## src/rtl/pipe_pkg.sv

```systemverilog
// Shared pipeline encodings: writeback source select and load funct3 codes.
package pipe_pkg;

  localparam logic [1:0] WB_ALU = 2'd0;
  localparam logic [1:0] WB_MEM = 2'd1;
  localparam logic [1:0] WB_PC  = 2'd2;
  localparam logic [1:0] WB_CSR = 2'd3;

  localparam logic [2:0] F3_LB  = 3'b000;
  localparam logic [2:0] F3_LH  = 3'b001;
  localparam logic [2:0] F3_LW  = 3'b010;
  localparam logic [2:0] F3_LD  = 3'b011;
  localparam logic [2:0] F3_LBU = 3'b100;
  localparam logic [2:0] F3_LHU = 3'b101;
  localparam logic [2:0] F3_LWU = 3'b110;
  localparam logic [2:0] F3_LFW = 3'b111;

endpackage

```

## src/rtl/load_extract.sv

```systemverilog
// Combinational load-lane select and sign/zero extension; shared with the load-forwarding path.
module load_extract
  import pipe_pkg::*;
#(
  parameter int XLEN  = 32,
  parameter int OFF_W = $clog2(XLEN/8)
) (
  input  logic [XLEN-1:0]  rdata,
  input  logic [OFF_W-1:0] off,
  input  logic [2:0]       funct3,
  output logic [XLEN-1:0]  ext
);

  localparam logic [OFF_W-1:0] HALF_MASK = ~OFF_W'(1);
  localparam logic [OFF_W-1:0] WORD_MASK = ~OFF_W'(3);

  logic [OFF_W-1:0] w_half_off;
  logic [OFF_W-1:0] w_word_off;
  logic [7:0]       w_byte;
  logic [15:0]      w_half;
  logic [31:0]      w_word;

  // Lanes are picked by shifting the word down by the aligned byte offset.
  assign w_half_off = off & HALF_MASK;
  assign w_word_off = off & WORD_MASK;
  assign w_byte     = 8'(rdata >> {off, 3'b000});
  assign w_half     = 16'(rdata >> {w_half_off, 3'b000});
  assign w_word     = 32'(rdata >> {w_word_off, 3'b000});

  always_comb begin
    ext = rdata;
    case (funct3)
      F3_LB:  ext = XLEN'($signed(w_byte));
      F3_LH:  ext = XLEN'($signed(w_half));
      F3_LW:  ext = XLEN'($signed(w_word));
      F3_LBU: ext = XLEN'(w_byte);
      F3_LHU: ext = XLEN'(w_half);
      F3_LWU: ext = (XLEN == 64) ? XLEN'(w_word) : XLEN'($signed(w_word));
      F3_LD:  ext = (XLEN == 64) ? rdata : XLEN'($signed(w_word));
      F3_LFW: ext = rdata;
      default: ext = rdata;
    endcase
  end

endmodule

```

## src/rtl/mem_wb_skid_stage.sv

```systemverilog
// MEM->WB stage: result select plus a main/skid register pair so writeback can stall
// without losing records; in_ready comes straight from the skid valid flop.
module mem_wb_skid_stage
  import pipe_pkg::*;
#(
  parameter int XLEN  = 32,
  parameter int RA_W  = 5,
  parameter int OFF_W = $clog2(XLEN/8)
) (
  input  logic            clk,
  input  logic            reset,
  input  logic            flush,
  input  logic            in_valid,
  output logic            in_ready,
  input  logic [RA_W-1:0] in_rd,
  input  logic            in_regwrite,
  input  logic [1:0]      in_wbsel,
  input  logic [XLEN-1:0] in_alu_result,
  input  logic [XLEN-1:0] in_link_pc,
  input  logic [XLEN-1:0] in_csr_rdata,
  input  logic [XLEN-1:0] in_mem_rdata,
  input  logic [2:0]      in_funct3,
  output logic            out_valid,
  input  logic            out_ready,
  output logic [RA_W-1:0] out_rd,
  output logic            out_regwrite,
  output logic [XLEN-1:0] out_result
);

  // Record layout depends on the module parameters, so it is declared here.
  typedef struct packed {
    logic [RA_W-1:0] rd;
    logic            regwrite;
    logic [XLEN-1:0] result;
  } wb_rec_t;

  logic [XLEN-1:0] w_load;
  logic [XLEN-1:0] w_result;
  wb_rec_t         w_in_rec;
  logic            w_in_fire;
  logic            w_out_fire;

  wb_rec_t r_main;
  wb_rec_t r_skid;
  logic    r_main_vld;
  logic    r_skid_vld;

  load_extract #(.XLEN(XLEN), .OFF_W(OFF_W)) u_load_extract (
    .rdata  (in_mem_rdata),
    .off    (in_alu_result[OFF_W-1:0]),
    .funct3 (in_funct3),
    .ext    (w_load)
  );

  always_comb begin
    w_result = in_alu_result;
    case (in_wbsel)
      WB_ALU:  w_result = in_alu_result;
      WB_MEM:  w_result = w_load;
      WB_PC:   w_result = in_link_pc;
      WB_CSR:  w_result = in_csr_rdata;
      default: w_result = in_alu_result;
    endcase
  end

  // Writes to x0 are squashed once here so downstream never sees them.
  assign w_in_rec.rd       = in_rd;
  assign w_in_rec.regwrite = in_regwrite && (in_rd != '0);
  assign w_in_rec.result   = w_result;

  assign in_ready   = !r_skid_vld;
  assign w_in_fire  = in_valid && !r_skid_vld;
  assign w_out_fire = r_main_vld && out_ready;

  always_ff @(posedge clk or posedge reset) begin
    if (reset) begin
      r_main     <= '0;
      r_skid     <= '0;
      r_main_vld <= 1'b0;
      r_skid_vld <= 1'b0;
    end else if (flush) begin
      r_main_vld <= 1'b0;
      r_skid_vld <= 1'b0;
    end else if (!r_main_vld || w_out_fire) begin
      if (r_skid_vld) begin
        r_main     <= r_skid;
        r_main_vld <= 1'b1;
        r_skid_vld <= 1'b0;
      end else begin
        r_main_vld <= w_in_fire;
        if (w_in_fire) begin
          r_main <= w_in_rec;
        end
      end
    end else if (w_in_fire) begin
      r_skid     <= w_in_rec;
      r_skid_vld <= 1'b1;
    end
  end

  assign out_valid    = r_main_vld;
  assign out_rd       = r_main.rd;
  assign out_regwrite = r_main_vld && r_main.regwrite;
  assign out_result   = r_main.result;

endmodule

```

## config.mk

```make
export PLATFORM = sky130hd
export DESIGN_NAME = mem_wb_skid_stage
export DESIGN_NICKNAME = d
export VERILOG_FILES = /design/src/rtl/pipe_pkg.sv /design/src/rtl/load_extract.sv /design/src/rtl/mem_wb_skid_stage.sv
export SDC_FILE = /design/constraint.sdc
export NUM_CORES = 1
export LEC_CHECK = 0
export BUFFER_PORTS_ARGS = -buffer_cell sky130_fd_sc_hd__buf_2
export CORE_MARGIN = 5
export CORE_UTILIZATION = 40
export CTS_CLUSTER_SIZE = 8
export DETAILED_ROUTE_END_ITERATION = 7
export HOLD_SLACK_MARGIN = 0.05
export PLACE_DENSITY = 0.66
export SLEW_MARGIN = 30
export SYNTH_ARGS = -nofsm -noshare
export SYNTH_HDL_FRONTEND = slang
export SYNTH_SLANG_ARGS = --single-unit
```

## constraint.sdc

```tcl
create_clock -name clk -period 3.45 [get_ports clk]
set_input_delay 0.5175 -clock clk [delete_from_list [all_inputs] [get_ports clk]]
set_output_delay 0.5175 -clock clk [all_outputs]
set_load 0.01 [all_outputs]
```

==> flow_summary.json <==
{
  "status": "finished clean",
  "final_hold_vios": 0,
  "clock_slew_seen_by_the_registers_of_the_worst_setup_and_hold_paths_ns": 0.06,
  "final_layout_size_suffix_gt1_frac": 0.291,
  "gpl.final_weighted_congestion": 0.856,
  "cts.sinks": 78,
  "cell_breakdown_of_the_critical_path": "inv_1, buf_2",
  "leakage_nw": 3.04,
  "async_flop_share": 1.00,
  "crit_path_top_delay_cell": "sky130_fd_sc_hd__dfrtp_2",
  "synth_common_cells": "99 x sky130_fd_sc_hd__nor2_1, 78 x sky130_fd_sc_hd__dfrtp_1, 66 x sky130_fd_sc_hd__nand2_1",
  "antenna_found_initial": 5,
  "synthesis.nets": 831,
  "std_cell_rows": 43,
  "post_synth_instance_area_sq_um": 5540,
  "grt_first_pass_wirelength_um": 28600,
  "min_period_over_period": 0.708,
  "rsz0062_at_grt": "false",
  "routed_wl_um": 18100,
  "synth.ff_latch_count": 78,
  "drv_cap": 0,
  "post-synth-top-count-cell": "sky130_fd_sc_hd__nor2_1",
  "cts-root-buf": "sky130_fd_sc_hd__clkbuf_16",
  "worst-slew-pin-transition_ns": 0.812,
  "timing_max_transition_violations_final": 0,
  "initial_utilization": 0.404,
  "required_ns": 2.93,
  "yosys.cell_types.count": 42,
  "rrSetupSlack_ns": 1.22,
  "design.core.area_sq_um": 13700,
  "critical_path_buf_inv_count": 2,
  "tritoncts": "built",
  "min_period_ns": 2.44,
  "synthToLayoutAreaGrowth_pct": 18.3,
  "wl_per_cell_um": 18.5,
  "dpl_cell_area_sq_um": 6280,
  "slew_headroom": 0.459,
  "worstSetupEndpointType": "output pin",
  "synth_top_area_cell": "sky130_fd_sc_hd__dfrtp_1",
  "tritoncts.num_buffers": 9,
  "fmax_mhz": 409,
  "drt_iter0_drc": 546,
  "final-setup-viol-count": 0,
  "clock_path_buffers": 2,
  "postCtsSetupBuffers": 0,
  "via_per_inst": 5.65,
  "design_power_total_mw": 2.87,
  "slowest_delay_ns": 0.84,
  "power_frac_seq": 0.423,
  "clock_power_share": 0.308,
  "num_io_pins": 184,
  "dieArea_sq_um": 16300,
  "combined_global_route_utilization_of_all_metal_layers": 0.221,
  "syn-mean-instance-area_sq_um": 8.06,
  "synth_flop_cell": "sky130_fd_sc_hd__dfrtp_1",
  "via_count_of_the_first_global_routing_pass": 5409,
  "cts-hold-fix-buffers": 0,
  "drc_violation_count_after_routing": 0,
  "fin_setup_tns_ns": 0,
  "post-route-cell-area_sq_um": 6550,
  "hold_class": "primary input to async pin",
  "die_y_um": 128,
  "netSwitchingFraction": 0.312,
  "startpoint_type": "register",
  "critical_path_class": "register to output pin",
  "yosys-top-cells-area": "sky130_fd_sc_hd__dfrtp_1 35%, sky130_fd_sc_hd__nor2_1 6.7%, sky130_fd_sc_hd__buf_4 5.0%",
  "cp.arrival_ns": 1.93,
  "synthDominantCellAreaShare": 0.352,
  "h-tree-depth": 3,
  "grt_start_max_net_pins": 78,
  "p_comb_frac": 0.269,
  "vias": 5556,
  "synth_edf_count": 0,
  "worstSkewPairLatency_ns": 0.34,
  "number_of_gates_given_a_new_drive_strength_after_cts": 0,
  "nNetsFinal": 941,
  "yosysWarningCount": 0,
  "switching_power_total_mw": 0.898,
  "synth-seq-area-share": 0.352,
  "port-buffer-count": 183,
  "chipWidth_um": 128,
  "internal_dissipation_mw": 1.98,
  "path_delay_family": "flip-flops",
  "detail-route-antenna-nets": 0,
  "final.setup_skew_ns": 0.00622,
  "power.density_cell_area_nw_per_um2": 439,
  "critPathMaxFanout": 34,
  "max-vdd-ir-drop_mv": 0.216,
  "grt_overflow_total": 0,
  "syn-instance-count": 687,
  "dp.final_hpwl_um": 13200,
  "detail_route.first_pass.iterations": 8
}
==> cells by family after synthesis <==
group | share of synthesized area
compound gates | 0.317
flops | 0.352
simple gates | 0.149
buf+inv | 0.114
mux | 0.0678
==> power by group through the flow <==
| stage | registers (mW) | clock network (mW) | logic (mW) |
|---|---|---|---|
| floorplan | 1.20 | 0 | 0.602 |
| global placement | 1.22 | 0 | 0.766 |
| detailed placement | 1.23 | 0 | 0.774 |
| CTS | 1.22 | 0.902 | 0.777 |
| global route | 1.24 | 0.936 | 0.864 |
| finish | 1.22 | 0.886 | 0.773 |
==> registers in the layout (all words and copies together), names as in the netlist <==
register	cells
r_main	1
out_result	32
r_skid_vld	1
r_skid	38
out_valid	1
out_rd	5
==> layer usage <==
layer / vias up / share of wire / track usage
met3: 39 / 0.088 / 0.0392
li1: 2669 / - / -
met5: - / 0.0011 / 0
met4: 4 / 0.028 / 0.0924
met1: 2574 / 0.42 / 0.308
met2: 270 / 0.46 / 0.339
==> placed cells by master, fill, tap and decap left out, drive strengths merged, types with 2 or more instances in the layout <==
master    n
nor3      5
mux4      8
o22a      2
a211o    18
nand3     8
a22o      9
nor2b     4
diode     3
mux2i     6
o311ai    2
a21oi    48
a31oi    17
o221ai    7
dfrtp    78
nand2    66
nor2     99
mux2     12
o22ai    38
nand2b   10
buf     193
and2      2
a22oi    29
a222oi    7
clkbuf   13
inv      32
o21ai    33
o31ai     7
o21a     15
o211ai    7
a21o     14
==> layout make-up <==
type,count,area [sq um]
clock buffer,13,260
timing repair buffer,193,1000
clock inverter,1,7.51
inverter,33,129
multi-input combinational,482,2970
tap,180,225
sequential,78,1950
fill,1416,7170
antenna,3,7.51
==> per-stage QoR <==
stage	hold slack, ns	setup WS, ns	instances	utilization
floorplan	0.449	0.937	687	-
global route	0.286	0.920	983	0.478
finish	0.220	1.01	983	0.478
detailed placement	0.469	0.955	966	0.458
CTS	0.255	1.04	980	0.477
global placement	0.461	0.867	965	0.457
==> worst paths after layout <==
path                                              from  cells after the start                    endpoint
worst min-delay path                             reset                      2  out_result[17]$_DFFE_PP0P_
max in group asynchronous                        reset                      3      r_skid[13]$_DFFE_PP0P_
worst max register to register  r_skid_vld$_DFFE_PP0P_                      4      r_skid[36]$_DFFE_PP0P_
worst max-delay path            r_skid_vld$_DFFE_PP0P_                      2                    in_ready
worst min register to register   r_skid[3]$_DFFE_PP0P_                      2       r_skid[3]$_DFFE_PP0P_
min in group clk                                 flush                      2       out_valid$_DFFE_PP0N_
Power figures use the tool's default switching activity.
